**config.mk**
```make
export PLATFORM = sky130hd
export DESIGN_NAME = soc_reset_sequencer
export DESIGN_NICKNAME = d
export VERILOG_FILES = /design/src/rtl/soc_reset_sequencer.sv
export SDC_FILE = /design/constraint.sdc
export NUM_CORES = 1
export LEC_CHECK = 0
export ABC_AREA = 1
export CAP_MARGIN = 20
export CORE_MARGIN = 2
export CORE_UTILIZATION = 58
export CTS_BUF_LIST = sky130_fd_sc_hd__clkbuf_4
export DETAILED_ROUTE_END_ITERATION = 12
export GPL_TIMING_DRIVEN = 0
export PLACE_DENSITY = 0.93
export SLEW_MARGIN = 20
export SYNTH_ARGS = -nofsm -noshare
export SYNTH_HDL_FRONTEND = slang
export SYNTH_SLANG_ARGS = --single-unit
```
**constraint.sdc**
```tcl
create_clock -name g_clk -period 2.1 [get_ports g_clk]
set_input_delay 0.42 -clock g_clk [delete_from_list [all_inputs] [get_ports g_clk]]
set_output_delay 0.42 -clock g_clk [all_outputs]
set_load 0.02 [all_outputs]
```
**src/rtl/soc_reset_sequencer.sv**
```systemverilog
// -----------------------------------------------------------------------------
// soc_reset_sequencer
//
// Multi-channel reset generator for the SoC top level. An external reset
// button (asynchronous, active-high) is brought into the g_clk domain through
// a flop chain. Software can request a reset of a subset of domains. The
// affected domains are held low for at least HOLD_CYCLES and then released
// one after another, STAGGER_CYCLES apart, lowest index first. The block also
// reports the cause of the most recent reset and a saturating reset count.
//
// Ports
//   g_clk          in   1          system clock
//   g_resetn       in   1          power-on reset, asynchronous, active-low
//   ext_reset      in   1          external reset button, async to g_clk
//   sw_reset_req   in   1          software reset request pulse (g_clk domain)
//   sw_reset_mask  in   CHANNELS   domains hit by sw_reset_req, sampled with it
//   rst_n_out      out  CHANNELS   per-domain reset, active-low, registered
//   seq_busy       out  1          high while holding or releasing domains
//   reset_cause    out  2          00 power-on, 01 external, 10 software
//   reset_count    out  8          resets since power-on, saturating at 255
// -----------------------------------------------------------------------------
module soc_reset_sequencer #(
  parameter int CHANNELS       = 3,
  parameter int SYNC_STAGES    = 2,
  parameter int HOLD_CYCLES    = 16,
  parameter int STAGGER_CYCLES = 8
) (
  input  logic                g_clk,
  input  logic                g_resetn,
  input  logic                ext_reset,
  input  logic                sw_reset_req,
  input  logic [CHANNELS-1:0] sw_reset_mask,
  output logic [CHANNELS-1:0] rst_n_out,
  output logic                seq_busy,
  output logic [1:0]          reset_cause,
  output logic [7:0]          reset_count
);

  // Hold and stagger counters share one width, sized for the longer interval.
  localparam int MAX_CYC = (HOLD_CYCLES > STAGGER_CYCLES) ? HOLD_CYCLES : STAGGER_CYCLES;
  localparam int CNT_W   = $clog2(MAX_CYC + 1);
  localparam int IDX_W   = (CHANNELS > 1) ? $clog2(CHANNELS) : 1;

  localparam logic [CNT_W-1:0]    HOLD_LAST = CNT_W'(HOLD_CYCLES - 1);
  localparam logic [CNT_W-1:0]    STAG_LAST = CNT_W'(STAGGER_CYCLES - 1);
  localparam logic [CNT_W-1:0]    CNT_ZERO  = CNT_W'(0);
  localparam logic [CNT_W-1:0]    CNT_ONE   = CNT_W'(1);
  localparam logic [IDX_W-1:0]    IDX_LAST  = IDX_W'(CHANNELS - 1);
  localparam logic [IDX_W-1:0]    IDX_ZERO  = IDX_W'(0);
  localparam logic [IDX_W-1:0]    IDX_ONE   = IDX_W'(1);
  localparam logic [CHANNELS-1:0] ALL_CH    = {CHANNELS{1'b1}};
  localparam logic [CHANNELS-1:0] NO_CH     = {CHANNELS{1'b0}};
  localparam logic [CHANNELS-1:0] CH0_BIT   = CHANNELS'(1);

  localparam logic [1:0] CAUSE_POR = 2'b00;
  localparam logic [1:0] CAUSE_EXT = 2'b01;
  localparam logic [1:0] CAUSE_SW  = 2'b10;

  typedef enum logic [1:0] {
    ST_ASSERT  = 2'b00,
    ST_RELEASE = 2'b01,
    ST_RUN     = 2'b10
  } state_e;

  logic [SYNC_STAGES-1:0] sync_r;
  logic                   ext_sync_s;

  state_e                 state_r,       state_s;
  logic [CNT_W-1:0]       hold_cnt_r,    hold_cnt_s;
  logic [CNT_W-1:0]       stag_cnt_r,    stag_cnt_s;
  logic [IDX_W-1:0]       idx_r,         idx_s;
  logic [CHANNELS-1:0]    active_mask_r, active_mask_s;
  logic [CHANNELS-1:0]    rst_n_r,       rst_n_s;
  logic                   busy_r,        busy_s;
  logic [1:0]             cause_r,       cause_s;
  logic [7:0]             count_r,       count_s;
  logic [7:0]             count_inc_s;

  // Bring the external button into the g_clk domain; only the last stage is used.
  always_ff @(posedge g_clk or negedge g_resetn) begin
    if (!g_resetn) begin
      sync_r <= {SYNC_STAGES{1'b0}};
    end else begin
      sync_r <= {sync_r[SYNC_STAGES-2:0], ext_reset};
    end
  end

  assign ext_sync_s = sync_r[SYNC_STAGES-1];

  // Saturating increment of the reset counter.
  assign count_inc_s = (count_r == 8'hFF) ? count_r : (count_r + 8'd1);

  // Next-state and next-output logic for the hold / release / run sequence.
  always_comb begin
    state_s       = state_r;
    hold_cnt_s    = hold_cnt_r;
    stag_cnt_s    = stag_cnt_r;
    idx_s         = idx_r;
    active_mask_s = active_mask_r;
    rst_n_s       = rst_n_r;
    busy_s        = busy_r;
    cause_s       = cause_r;
    count_s       = count_r;

    case (state_r)
      ST_ASSERT: begin
        // Domains not in the active mask keep whatever value they had.
        rst_n_s    = rst_n_r & ~active_mask_r;
        stag_cnt_s = CNT_ZERO;
        if (ext_sync_s) begin
          // Button still pressed: stretch the hold window.
          hold_cnt_s = CNT_ZERO;
        end else if (hold_cnt_r == HOLD_LAST) begin
          hold_cnt_s = CNT_ZERO;
          rst_n_s[0] = 1'b1;
          idx_s      = IDX_ONE;
          if (CHANNELS == 1) begin
            state_s = ST_RUN;
            busy_s  = 1'b0;
          end else begin
            state_s = ST_RELEASE;
            busy_s  = 1'b1;
          end
        end else begin
          hold_cnt_s = hold_cnt_r + CNT_ONE;
        end
      end

      ST_RELEASE: begin
        if (ext_sync_s) begin
          // External reset aborts the release and restarts a full sequence.
          state_s       = ST_ASSERT;
          hold_cnt_s    = CNT_ZERO;
          stag_cnt_s    = CNT_ZERO;
          idx_s         = IDX_ZERO;
          active_mask_s = ALL_CH;
          rst_n_s       = NO_CH;
          busy_s        = 1'b1;
          cause_s       = CAUSE_EXT;
          count_s       = count_inc_s;
        end else if (stag_cnt_r == STAG_LAST) begin
          // Releasing an unmasked domain is harmless: it is already high.
          stag_cnt_s = CNT_ZERO;
          rst_n_s    = rst_n_r | (CH0_BIT << idx_r);
          if (idx_r == IDX_LAST) begin
            state_s = ST_RUN;
            busy_s  = 1'b0;
            idx_s   = IDX_ZERO;
          end else begin
            idx_s   = idx_r + IDX_ONE;
          end
        end else begin
          stag_cnt_s = stag_cnt_r + CNT_ONE;
        end
      end

      ST_RUN: begin
        if (ext_sync_s) begin
          // External reset has priority over a simultaneous software request.
          state_s       = ST_ASSERT;
          hold_cnt_s    = CNT_ZERO;
          stag_cnt_s    = CNT_ZERO;
          idx_s         = IDX_ZERO;
          active_mask_s = ALL_CH;
          rst_n_s       = NO_CH;
          busy_s        = 1'b1;
          cause_s       = CAUSE_EXT;
          count_s       = count_inc_s;
        end else if (sw_reset_req && (sw_reset_mask != NO_CH)) begin
          state_s       = ST_ASSERT;
          hold_cnt_s    = CNT_ZERO;
          stag_cnt_s    = CNT_ZERO;
          idx_s         = IDX_ZERO;
          active_mask_s = sw_reset_mask;
          rst_n_s       = rst_n_r & ~sw_reset_mask;
          busy_s        = 1'b1;
          cause_s       = CAUSE_SW;
          count_s       = count_inc_s;
        end else begin
          // Idle, or a software request with an empty mask: nothing happens.
          state_s = ST_RUN;
        end
      end

      default: begin
        // Unreachable encoding: fall back to a full reset of every domain.
        state_s       = ST_ASSERT;
        hold_cnt_s    = CNT_ZERO;
        stag_cnt_s    = CNT_ZERO;
        idx_s         = IDX_ZERO;
        active_mask_s = ALL_CH;
        rst_n_s       = NO_CH;
        busy_s        = 1'b1;
      end
    endcase
  end

  // State, counters and registered outputs.
  always_ff @(posedge g_clk or negedge g_resetn) begin
    if (!g_resetn) begin
      state_r       <= ST_ASSERT;
      hold_cnt_r    <= CNT_ZERO;
      stag_cnt_r    <= CNT_ZERO;
      idx_r         <= IDX_ZERO;
      active_mask_r <= ALL_CH;
      rst_n_r       <= NO_CH;
      busy_r        <= 1'b1;
      cause_r       <= CAUSE_POR;
      count_r       <= 8'd0;
    end else begin
      state_r       <= state_s;
      hold_cnt_r    <= hold_cnt_s;
      stag_cnt_r    <= stag_cnt_s;
      idx_r         <= idx_s;
      active_mask_r <= active_mask_s;
      rst_n_r       <= rst_n_s;
      busy_r        <= busy_s;
      cause_r       <= cause_s;
      count_r       <= count_s;
    end
  end

  assign rst_n_out   = rst_n_r;
  assign seq_busy    = busy_r;
  assign reset_cause = cause_r;
  assign reset_count = count_r;

endmodule

```
# Word level (Yosys, flattened, before mapping)
# Cells that the tools add are included.
[classes]
n_eq_ne = 12
n_addsub = 4
shifts = 1
bitwise_logic = 6
mux = 51
n_reduce_logical = 11
[ops]
columns = ["cell", "count"]
rows = [
  ["$mux W5", 7],
  ["$mux W8", 4],
  ["$mux W2", 15],
  ["$mux W3", 7],
  ["$pmux W3 S3", 2],
  ["$pmux W8 S2", 1],
  ["$pmux W5 S3", 1],
  ["$pmux W2 S3", 2],
  ["$add A5 B1 Y5 const B", 2],
  ["$pmux W5 S2", 1],
  ["$mux W1", 9],
  ["$ne A3 B3 Y1 const B", 3],
  ["$add A8 B1 Y8 const B", 1],
  ["$eq A8 B8 Y1 const B", 1],
  ["$reduce_and A4 Y1", 2],
  ["$and A3 B3 Y3", 2],
  ["$ne A2 B2 Y1 const B", 3],
  ["$not A3 Y3", 2],
  ["$reduce_and A3 Y1", 2],
  ["$eq A5 B3 Y1 const B", 1],
  ["$eq A5 B4 Y1 const B", 1],
  ["$reduce_and A5 Y1", 1],
  ["$eq A2 B2 Y1 const B", 2],
  ["$pmux W2 S2", 1],
  ["other kinds (11)", 12],
]
[totals]
output_inout_bits = 14
regBits = 33
wordCells = 95
in_bits = 7

# Longest topological paths before layout
[depth]
depth_word = 5
mapped_depth = 11
depth_no_buf = 10

# Least setup slack after synthesis
# Ideal clock, no wire load.
[synth_path]
path_type = "register to register"
start = "reg state_r[0]"
end = "reg count_r[3], in the netlist reset_count[3]"
required_time_ns = 1.979
path_buffers = 1
setup_time_ns = 0.121
stages_incl_launch_ff = 10
slack_ns = 0.628
t_arrival_ns = 1.352
synth_period_minus_slack_ns = 1.472
path_cell_list = "dfrtp_1 > inv_1 > ha_1 > inv_2 > nor2_4 > nand2_4 > nand3_4 > buf_6 > o21ai_1 > nand2_1"
[synth_via]
elab_chain_len = 3
elab_cells_between_ends = 7
classes_between = "eq/ne: 4; mux: 1; reduce/logical: 2"
[synth_lines]
columns = ["element", "line", "rtl"]
rows = [
  ["start, declared", "68", "state_e state_r, state_s;"],
  ["start signal, assigned", "211", "state_r <= state_s;"],
  ["$eq A2 B2 Y1 or $eq A2 B1 Y1 (tied branches)", "105", "case (state_r)"],
  ["$ne A3 B3 Y1 (no line), or another cell as far along", "-", ""],
  ["$reduce_and A3 Y1 (no line)", "-", ""],
  ["end signal, assigned", "219", "count_r <= count_s;"],
  ["end, declared", "76", "logic [7:0] count_r, count_s;"],
]
# Parallel ways exist; a longest one is shown, timed or not.
# A chain may end at the register's enable or synchronous reset.

# Final worst setup path
[layout_path]
start = "reg busy_r, in the netlist seq_busy"
end = "out seq_busy"
[layout_lines]
columns = ["element", "line", "rtl"]
rows = [
  ["start, declared", "74", "logic busy_r, busy_s;"],
  ["start signal, assigned", "217", "busy_r <= busy_s;"],
  ["end, declared", "34", "output logic seq_busy,"],
]
# No word-level cell between the ends.

==> results by group <==
Synth
  • Multiplexer area fraction after synthesis: 0%
  • Async SR Flop Fraction: 100.0%
  • Synthesized cell area: 1933 um^2
  • Dominant synthesized flop cell: dfrtp_1
  • Number of synthesized flops with an enable pin: 0
  • Mean area per synthesized cell: 7.295 um^2
  • Synth Area in XOR/XNOR: 2.718%
  • Synth top area share: 37.54%
  • Yosys top cell by area: dfrtp_1
  • Area fraction in compound gates after synthesis: 5.307%
  • Ys Warns: 0
  • Syn_nets: 279
  • Netlist cell types: 25
  • Main combinational cell family by area after synthesis: simple AND/OR/NAND/NOR gates
  • Post-Synth Simple-Gate Area: 36.25%
  • Seq/Total Area, Yosys: 42.98%
  • FF+latch count, synth: 33
  • Adder-cell share of the synthesized area: 4.531%
  • Gate Count Post-Synth: 265
  • Largest cells by area after synthesis: dfrtp_1 38%, nand2_1 20%, inv_1 6.2%

Worst setup path
  • Worst Reg-to-Reg Cells: 10
  • CP delay by family, top: buffers and inverters
  • RR Startpoint: state_r[0]
  • R2r endpoint: active_mask_r[0]
  • CP Class: reg -> out
  • Arrival @ worst endpoint: 1.48 ns
  • Worst-path maximum fanout: 2
  • Worst path slowest cell: clkdlybuf4s50_1
  • Crit-path max cell delay: 0.59 ns
  • CP required: 1.68 ns
  • R2r setup slk: 0.37 ns
  • Critical Path Start: seq_busy
  • Worst path cell trace: clkdlybuf4s50_1
  • Worst Setup End Kind: output port
  • Number of cells on the critical path: 1
  • Setup crit start kind: flop
  • CP bufs+invs: 1
  • Termination of the worst setup path: seq_busy

GRT
  • Initial antenna violation count: 0
  • First-pass GRT wire length: 7003 um
  • Total track usage: 25.18%
  • Total gr overflow: 0
  • Vias in the first global route: 1634
  • Largest net degree at the start of global routing: 21

Cells and area
  • Post-Layout Cell Count: 339
  • Share of layout cells above drive strength 1: 9.831%
  • Final Util: 73.19%
  • Design area: 2271 um^2
  • Area delta synth->final: 17.48%
  • Fill cell count: 256
  • Nets: 308
  • Most common cell after layout, fill and taps aside: nand2_1
  • N_diodes: 0
  • Commonest cells after routing, fill and taps aside: 105 x nand2_1, 32 x inv_1, 29 x dfrtp_1

Place
  • RePlAce Congestion: 0.9178
  • Port Buf Inserts: 20
  • Post-place setup slack: 0.2755 ns
  • Inst Count DP: 330
  • Dpl cell area: 2211 um^2
  • Detailed placer's ending HPWL: 2960 um

Detailed routing
  • WL per Instance: 11.59 um
  • Residual DRC: 0
  • Via-to-Cell Ratio: 5.080
  • Post-route ant nets: 0
  • Vias post-DR: 1722
  • TritonRoute pass-1 iters: 5
  • Post-Route WL: 3928 um
  • Initial DRC count: 141

Clocking
  • H-tree depth: 2
  • Root Buffer: clkbuf_4
  • # resized after CTS: 0
  • TritonCTS clock tree: built
  • Clock sink total: 33
  • Clock-pin slew on the worst setup and hold paths: 0.11 ns
  • Worst-Skew Late Latency: 0.34 ns
  • Number of buffers created by CTS: 5
  • Clock Tree Buf Depth: 2

Power
  • Pwr Density: 1149 nW/um^2
  • Static Leak: 1.239 nW
  • Max VDD drop: 0.8780 mV

Timing
  • PnR worst setup slack: 0.2025 ns
  • Worst-margin pin slew: 0.3659 ns
  • FMAX: 527.0 MHz
  • Hold Vio Cnt, Final: 0
  • Tmin final: 1.898 ns
  • Slew Limit Fails: 0
  • Skew final: 0.009206 ns
  • WHS: 0.3631 ns
  • Final Cycle Share: 90.36%
  • Final setup vio count: 0
  • RSZ-0062 raised after global routing: false
  • Rel. slew slack: 75.61%

Floorplanning
  • Die Y-Extent: 61.73 um
  • Die area: 3811 um^2
  • Starting density of the core: 62.30%
  • Placeable Area: 3103 um^2
  • # IOs: 21
  • Die Width: 61.73 um
  • Row count: 20

Min path
  • Worst hold path type: reg -> reg

Status
  • Status: finished clean

Run
  • Max-cap violations: 0
final cells by class:
type | count | area, um^2 | share of cell area [%]
plain buffers | 3 | 27.53 | 1.212
repair buffers | 22 | 232.7 | 10.25
clock inverters | 3 | 12.51 | 0.5510
flip-flops and latches | 33 | 830.8 | 36.58
well taps | 44 | 55.05 | 2.424
inverters | 35 | 131.4 | 5.785
clock buffers | 5 | 37.54 | 1.653
multi-input cells | 194 | 943.4 | 41.54
logic make-up (layout without fill, tap and decap cells):
logic type / after synthesis / in the layout
AOI/OAI and AO/OA: 20 / 20
xor gates and xnor gates: 6 / 6
adders and majority gates: 7 / 7
buffers and inverters: 38 / 68
DFF: 33 / 33
and+or+nand+nor: 161 / 161
flip-flops by register name, summed over array words and instances (netlist names), 2 cells and up:
signal         flops
active_mask_r      3
hold_cnt_r         5
reset_count        8
sync_r             2
idx_r              2
stag_cnt_r         5
state_r            2
reset_cause        2
rst_n_out          3
routing by layer:
metal	GRT usage, %	vias up	routed length [um]
li1	-	880	-
met2	43.46	57	1900
met1	30.59	780	1765
met5	0	-	0
met3	6.211	5	211
met4	9.119	0	51
what timing repair did:
| item | CTS | global route |
|---|---|---|
| hold buffers | 1 | 0 |
| endpoints found under the hold margin | 9 | 0 |
| setup buffers | 0 | 0 |
| endpoints found under the setup margin | 0 | 0 |
synth_stat cells (3+ instances only):
master and n:
a21oi_1 3, dfrtp_1 29, dfstp_2 4, ha_1 7
inv_1 32, inv_2 3, nand2_1 105, nand3_1 19
nand4_1 4, nor2_1 21, o21ai_0 6, o21ai_1 10
xor2_1 4
power by group:
group	switching [mW]	leakage, nW	internal [mW]	total [mW]
combinational	0.839	0.781	0.469	1.31
clock	0.218	0.0300	0.121	0.339
sequential	0.134	0.429	0.829	0.963
stage by stage:
step,TNS (ns),total power [mW]
after floorplan,0,1.872
after global placement,-1.255,2.228
after detailed placement,0,2.280
after CTS,0,2.627
after global routing,0,2.873
final,0,2.610
worst min-delay path by stage:
stage | startpoint | to | cells past startpoint
5_1_grt | sync_r[0] | sync_r[1] | 0
2_1_floorplan | g_resetn | hold_cnt_r[0] | 0
6_report | sync_r[0] | sync_r[1] | 0
3_3_place_gp | sync_r[0] | sync_r[1] | 0
4_1_cts | sync_r[0] | sync_r[1] | 0
3_5_place_dp | sync_r[0] | sync_r[1] | 0
Power figures use the tool's default switching activity.
